### src/rtl/jt89_pkg.sv
`default_nettype none
// +--------------------------------------------------------------------+
// | jt89_pkg : shared constants and types for the JT89 bus front end   |
// | Revision : 1.0                                                     |
// +--------------------------------------------------------------------+
package jt89_pkg;

  localparam int LATCH_BIT     = 7;
  localparam int CHAN_MSB      = 6;
  localparam int CHAN_LSB      = 5;
  localparam int TYPE_BIT      = 4;

  localparam logic [3:0] VOL_OFF    = 4'hF;
  localparam logic [1:0] NOISE_CHAN = 2'd3;
  localparam logic [3:0] DIV_LAST   = 4'd15;

  localparam int READY_CNT_DEF = 32;

  typedef enum logic {
    REG_TONE = 1'b0,
    REG_VOL  = 1'b1
  } reg_type_e;

  typedef struct packed {
    logic [1:0] chan;
    reg_type_e  rtype;
  } latch_t;

endpackage
`default_nettype wire

### src/rtl/jt89_cendiv.sv
`default_nettype none
// +--------------------------------------------------------------------+
// | jt89_cendiv : divides the chip-clock enable by 16 for tone/noise   |
// | Revision    : 1.0                                                  |
// +--------------------------------------------------------------------+
module jt89_cendiv
  import jt89_pkg::*;
(
  input  logic clk,
  input  logic rst,
  input  logic cen,
  output logic clken16
);

  logic [3:0] r_div;

  always_ff @(posedge clk) begin
    if (rst) begin
      r_div <= 4'd0;
    end else if (cen) begin
      r_div <= r_div + 4'd1;
    end
  end

  assign clken16 = cen & (r_div == DIV_LAST);

endmodule
`default_nettype wire

### src/rtl/jt89_ctrl.sv
`default_nettype none
// +--------------------------------------------------------------------+
// | jt89_ctrl : SN76489-style write decoder, READY handshake, divider  |
// | Revision  : 1.0                                                    |
// +--------------------------------------------------------------------+
module jt89_ctrl
  import jt89_pkg::*;
#(
  parameter int READY_CNT = READY_CNT_DEF
) (
  input  logic       clk,
  input  logic       rst,
  input  logic       cen,
  input  logic [7:0] din,
  input  logic       cs_n,
  input  logic       wr_n,
  output logic       ready,
  output logic       clken16,
  output logic [9:0] tone0,
  output logic [9:0] tone1,
  output logic [9:0] tone2,
  output logic [3:0] vol0,
  output logic [3:0] vol1,
  output logic [3:0] vol2,
  output logic [3:0] vol3,
  output logic [2:0] noise_ctl,
  output logic       noise_rst
);

  localparam int BW = $clog2(READY_CNT + 1);

  logic [BW-1:0] r_busy;
  logic          r_act_prev;
  latch_t        r_latch;
  logic [9:0]    r_tone [0:2];
  logic [3:0]    r_vol  [0:3];
  logic [2:0]    r_noise_ctl;
  logic          r_noise_rst;

  logic   w_act;
  logic   w_accept;
  logic   w_is_latch;
  latch_t w_sel;

  assign w_act      = ~cs_n & ~wr_n;
  assign ready      = (r_busy == '0);
  assign w_accept   = w_act & ~r_act_prev & ready;
  assign w_is_latch = din[LATCH_BIT];

  // A latch byte addresses itself; a data byte reuses the stored latch.
  always_comb begin
    w_sel = r_latch;
    if (w_is_latch) begin
      w_sel.chan  = din[CHAN_MSB:CHAN_LSB];
      w_sel.rtype = reg_type_e'(din[TYPE_BIT]);
    end
  end

  // Previous-act resets high so a strobe held through reset needs a fresh edge.
  always_ff @(posedge clk) begin
    if (rst) begin
      r_act_prev <= 1'b1;
      r_busy     <= '0;
    end else begin
      r_act_prev <= w_act;
      if (w_accept) begin
        r_busy <= BW'(READY_CNT);
      end else if (cen && r_busy != '0) begin
        r_busy <= r_busy - BW'(1);
      end
    end
  end

  always_ff @(posedge clk) begin
    if (rst) begin
      r_latch     <= '{chan: 2'd0, rtype: REG_TONE};
      r_noise_ctl <= 3'd0;
      r_noise_rst <= 1'b0;
      for (int i = 0; i < 3; i++) r_tone[i] <= 10'd0;
      for (int i = 0; i < 4; i++) r_vol[i]  <= VOL_OFF;
    end else begin
      r_noise_rst <= 1'b0;
      if (w_accept) begin
        r_latch <= w_sel;
        if (w_sel.rtype == REG_VOL) begin
          r_vol[w_sel.chan] <= din[3:0];
        end else if (w_sel.chan == NOISE_CHAN) begin
          r_noise_ctl <= din[2:0];
          r_noise_rst <= 1'b1;
        end else begin
          for (int i = 0; i < 3; i++) begin
            if (w_sel.chan == 2'(i)) begin
              if (w_is_latch) r_tone[i][3:0] <= din[3:0];
              else            r_tone[i][9:4] <= din[5:0];
            end
          end
        end
      end
    end
  end

  assign tone0     = r_tone[0];
  assign tone1     = r_tone[1];
  assign tone2     = r_tone[2];
  assign vol0      = r_vol[0];
  assign vol1      = r_vol[1];
  assign vol2      = r_vol[2];
  assign vol3      = r_vol[3];
  assign noise_ctl = r_noise_ctl;
  assign noise_rst = r_noise_rst;

  jt89_cendiv u_cendiv (
    .clk     (clk),
    .rst     (rst),
    .cen     (cen),
    .clken16 (clken16)
  );

endmodule
`default_nettype wire

### config.mk
export PLATFORM = sky130hd
export DESIGN_NAME = jt89_ctrl
export DESIGN_NICKNAME = d
export VERILOG_FILES = /design/src/rtl/jt89_pkg.sv /design/src/rtl/jt89_cendiv.sv /design/src/rtl/jt89_ctrl.sv
export SDC_FILE = /design/constraint.sdc
export NUM_CORES = 1
export LEC_CHECK = 0
export CORE_MARGIN = 1.5
export CORE_UTILIZATION = 41
export DETAILED_ROUTE_END_ITERATION = 10
export GPL_ROUTABILITY_DRIVEN = 1
export PLACE_DENSITY_LB_ADDON = 0.08
export SETUP_SLACK_MARGIN = 0.3
export SKIP_CTS_REPAIR_TIMING = 1
export SYNTH_ARGS = -nofsm -noshare
export SYNTH_HDL_FRONTEND = slang
export SYNTH_SLANG_ARGS = --single-unit
### constraint.sdc
create_clock -name clk -period 2.2 [get_ports clk]
set_input_delay 0.33 -clock clk [delete_from_list [all_inputs] [get_ports clk]]
set_output_delay 0.33 -clock clk [all_outputs]
set_load 0.1 [all_outputs]
=== Word-level counts from Yosys, hierarchy flattened ===
Memories as Yosys holds them, arrays and structs flattened.
Cells that the tools add are included.
Widths: inputs -> output; s select.

* Add/sub/neg operators: 2
* Equality and inequality tests: 4
* Muxes and demuxes: 57
* Bitwise gates (word level): 15
* Reduce and logical (&&, ||, !) cells: 9

{| class="wikitable"
|+ Operators with widths
! kind !! number
|-
| $mux 1 || 46
|-
| $mux 6 || 5
|-
| $mux 4 || 4
|-
| $logic_not 6->1 || 1
|-
| $or 1x1->1 || 6
|-
| $reduce_bool 6->1 || 1
|-
| $sub 6x1->6 const B || 1
|-
| $not 1->1 || 5
|-
| $add 4x1->4 const B || 1
|-
| $and 1x1->1 || 4
|-
| $eq 2x2->1 const B || 2
|-
| $eq 4x4->1 const B || 1
|-
| $reduce_or 4->1 || 1
|-
| $mux 3 || 1
|-
| $reduce_and 3->1 || 1
|-
| $reduce_or 3->1 || 1
|-
| $eq 2x1->1 const B || 1
|-
| $logic_not 2->1 || 1
|-
| $mux 2 || 1
|-
| $reduce_bool 2->1 || 1
|-
| $reduce_or 2->1 || 1
|-
| $logic_and 1x1->1 || 1
|}

* Register bits after elaboration: 18
* Memory bits (writable): 46
* Bits of input ports: 13
* Output and inout port bits: 52
* Word-level logic and storage cells: 97
* Memories kept: 2

{| class="wikitable"
|+ Memories
! name !! words !! width !! rd ports !! clocked after Yosys merged registers in !! wr ports !! RTL line !! source
|-
| r_tone || 3 || 10 || 3 || 0 || 3 || jt89_ctrl.sv:35 || <nowiki>logic [9:0] r_tone [0:2];</nowiki>
|-
| r_vol || 4 || 4 || 4 || 0 || 4 || jt89_ctrl.sv:36 || <nowiki>logic [3:0] r_vol [0:3];</nowiki>
|}

=== Depth between registers and ports, before layout ===
Gate-level depths: netlist (run 1).

* Word-level depth: 9
* Gate-level depth with buffers: 6
* Depth with buffers taken out: 5

=== Hierarchy ===
A second synthesis (run 1) with hierarchy kept.

* Cells, all modules: 195
* Area, all modules: 2640.0 um2

{| class="wikitable"
|+ By module, submodules not included
! module !! times used !! cells an instance !! area each (um2) !! sequential area each (um2)
|-
| jt89_ctrl || 1 || 178 || 2451.1 || 1661.6
|-
| jt89_cendiv || 1 || 17 || 188.9 || 80.1
|}

=== Least setup slack after synthesis (run 1) ===
Ideal clock, no wire load.

* Path type: reg-to-reg
* Start: reg r_busy[0]
* End: mem r_vol[2][3], data pin
* Library setup time: 0.343 ns
* Data arrival time: 2.460 ns
* Data required time: 1.857 ns
* Setup slack: -0.603 ns
* Stages on the path, launching flop included: 7
* Path buffers: 1
* Period minus slack after synthesis: 2.803 ns
* Path through: dfxtp_1 > inv_1 > ha_1 > nand2b_1 > clkbuf_1 > nor2_1 > nand4_1

{| class="wikitable"
|+ RTL lines
! what !! RTL line !! source
|-
| start: declaration || jt89_ctrl.sv:32 || <nowiki>logic [BW-1:0] r_busy;</nowiki>
|-
| start signal: assignment || jt89_ctrl.sv:67 || <nowiki>r_busy <= BW'(READY_CNT);</nowiki>
|-
| start signal: assignment || jt89_ctrl.sv:69 || <nowiki>r_busy <= r_busy - BW'(1);</nowiki>
|-
| end: declaration || jt89_ctrl.sv:36 ||
|}

=== Worst setup path after layout (run 1) ===
* Start: reg r_busy[2]
* End: out ready

* Word-level cells in the longest chain between the ends: 1

{| class="wikitable"
|+ RTL lines
! what !! RTL line !! source
|-
| $logic_not 6->1 || jt89_ctrl.sv:46 || <nowiki>assign ready = (r_busy == '0);</nowiki>
|-
| end: declaration || jt89_ctrl.sv:17 || <nowiki>output logic ready,</nowiki>
|}

No other way between the ends.

==> results.md, run 1 <==
- Status: finished, final reports clean
- Reg clk slew, reported paths: 0.07 ns
- Vias per cell: 5.386
- Mapped Area: 2733 um2
- Synth Area in Simple Gates: 0.1868
- Vias: 2,176
- Fill count: 503
- CP arrival: 1.62 ns
- Final Util: 0.6332
- Remaining DRCs: 0
- F_max: 513.7 MHz
- Mapped Nets: 231
- Drt first pass iters: 4
- Most frequent cells in the layout: 89 x buf_4, 46 x edfxtp_1, 16 x dfxtp_1, 14 x nor2_1, 14 x nand2_1
- Crit path time final: 1.947 ns
- Hold Vio Cnt, Final: 0
- DIE HEIGHT: 84.64 um
- CTS Sinks: 64
- Initial Util: 0.4279
- Finished Cell Area: 4044 um2
- Ports: 65
- Power consumption: 4.405 mW
- Num rows: 29
- Max_cap viols: 0
- Num CTS Buffers: 9
- Number of global-route vias before repair: 2,113
- Pin count of the biggest net entering global routing: 27
- Final WS setup: 0.2535 ns
- Post-route insts no fill: 404
- Worst skew pair latency: 0.33 ns
- Global-route usage over all layers: 0.1851
- CTS tree: done
- Layout cell share with drive strength beyond 1: 0.4220
- Final nets: 338
- Clock Skew: 0.01118 ns
- Synth Area in XOR/XNOR: 0.01282
- CP endpoint kind: primary output
- Antenna viol nets, final: 0
- Diode count: 0
- Rel. slew slack: 0.6888
- Die area: 7164 um2
- Max Slew Vio Count: 0
- Buffers on Ports: 64
- First-pass GRT wire length: 10,160 um
- Flops & latches, synth: 64
- Post-synthesis async set-or-reset flop share: 0
- Adder-cell share of the synthesized area: 0.01374
- Placed Cells: 381
- Final period util: 0.8848
- Count of flip-flops with a built-in enable after synthesis: 46
- Worst Hold Class: primary input to flop
- Critical path launch point type: flop
- Core area: 6386 um2
- Total gr overflow: 0
- Mux cell area share after synthesis: 0.02610
- Compound-Gate Fraction of Synth Area: 0.09524
- Peak VDD IR: 1.415 mV
- Most common cell after layout, fill and taps aside: buf_4
- Post-place setup slack: -0.1021 ns
- Synthesis-to-finish area growth: 47.99%
- Warnings, synthesis: 0
- Sequential area share after synthesis: 0.6374
- Detail-routed net length per standard cell: 16.35 um
- Cells after Synth: 215
- Req. time, crit path: 1.87 ns
- DRT iter0 DRCs: 105
- P per Cell Area: 1089 nW/um2
- LEAKAGE: 1.561 nW
- Max FO, Critical Path: 7
- Detailed placement HPWL: 4679 um
- Worst-margin pin slew: 0.4654 ns
- Gpl congestion: 0.8157
- Initial antenna violation count: 0
- CTS max path bufs: 2
- Crit path kind: flop to primary output
- Final setup violating endpoints: 0
- Yosys cell types: 48
- Die W: 84.64 um
- Most used DFF post-synth: edfxtp_1
- Largest family of logic cells by synthesized area: simple AND/OR/NAND/NOR gates
- H-tree Lvls: 3
- Routed Wire Length: 6604 um
- Clock root cell: clkbuf_8
- RSZ-0062 raised after global routing: true
- Synth Area per Inst: 12.71 um2
- Placed cell areas: 3630 um2
[per-layer routing]
layer / global-route usage / vias to the layer above / share of wire
met5: 0 / - / 0
met4: 0.07038 / 0 / 0.018
met1: 0.2334 / 1042 / 0.43
met3: 0.06490 / 12 / 0.061
met2: 0.2944 / 77 / 0.49
li1: - / 1045 / -
[registers in the layout, summed over array words and instances (netlist names)]
register and flops:
u_cendiv.r_div 4, r_vol 16, r_tone 30, r_latch 3
noise_ctl 3, r_act_prev 1, noise_rst 1, r_busy 6
[worst max-delay path: stages, from the launching register on]
cell and delay [ns]:
dfxtp_4 0.36, or3_4 0.40, buf_6 0.15, nor2_4 0.17, buf_12 0.19
[path summary, 6_finish.rpt]
path | to | startpoint | slack [ns] | cells past startpoint
max | ready | r_busy[2]$_SDFFE_PP0P_ | 0.25 | 4
min | r_act_prev$_SDFF_PP1_ | wr_n | 0.35 | 2
max reg2reg | r_tone[0][1]$_DFFE_PP_ | r_busy[2]$_SDFFE_PP0P_ | 0.26 | 5
min reg2reg | noise_ctl[1]$_SDFFE_PP0P_ | noise_ctl[1]$_SDFFE_PP0P_ | 0.47 | 2
[synthesized netlist by cell type (all sizes together) (3+ instances only)]
master  number  share of area
a41o         3          0.011
edfxtp      46           0.51
nand4        4         0.0092
a31o         3         0.0096
inv         10          0.014
mux2i        6          0.022
nand4b       3         0.0096
dfxtp       18           0.13
nor4         9          0.025
or4          7          0.022
ha           3          0.014
nand2       14          0.019
nand3        4         0.0073
nand3b       7          0.019
nor2        15          0.021
nor4b        4          0.015
nor3         6          0.011
clkbuf       9          0.012
o21ai        5         0.0092
a21oi        4         0.0073
[power by group]
group	leakage, nW	internal (mW)	switching (mW)	total, mW
Sequential	0.566	1.39	0.0908	1.48
Combinational	0.883	0.711	1.05	1.76
Clock	0.112	0.751	0.414	1.17
Total	1.56	2.85	1.56	4.41
[per-stage QoR]
step	hold WS (ns)	setup TNS, ns
after floorplan	0.4304	0
after global routing	0.4124	0
after CTS	0.4773	-0.1073
after global placement	0.4622	-3.412
final	0.3497	0
after detailed placement	0.4673	-3.880
[layout make-up]
class                           count  area (um2)  area share
Sequential cell                    64        1747      0.4319
Multi-Input combinational cell    131        1062      0.2627
Timing Repair Buffer              106       872.1      0.2157
Clock buffer                       12       135.1     0.03342
Tap cell                           77       96.34     0.02382
Clock inverter                      4       93.84     0.02321
Inverter                           10       37.54    0.009282
[kinds of logic (layout without fill, tap and decap cells)]
| logic type | count (synthesis) | in the layout |
|---|---|---|
| AOI/OAI and AO/OA | 33 | 33 |
| buffers and inverters | 20 | 132 |
| xor gates and xnor gates | 4 | 4 |
| adders and majority gates | 3 | 3 |
| and+or+nand+nor | 84 | 84 |
| DFF | 64 | 64 |
| muxes | 7 | 7 |
Power figures use the tool's default switching activity.
==> run 2, diff against run 1 <==
CTS_CLUSTER_DIAMETER = 60   (was unset)
==> results of run 2 <==
No change in the layout: final DEF, timing and power equal those of run 1.
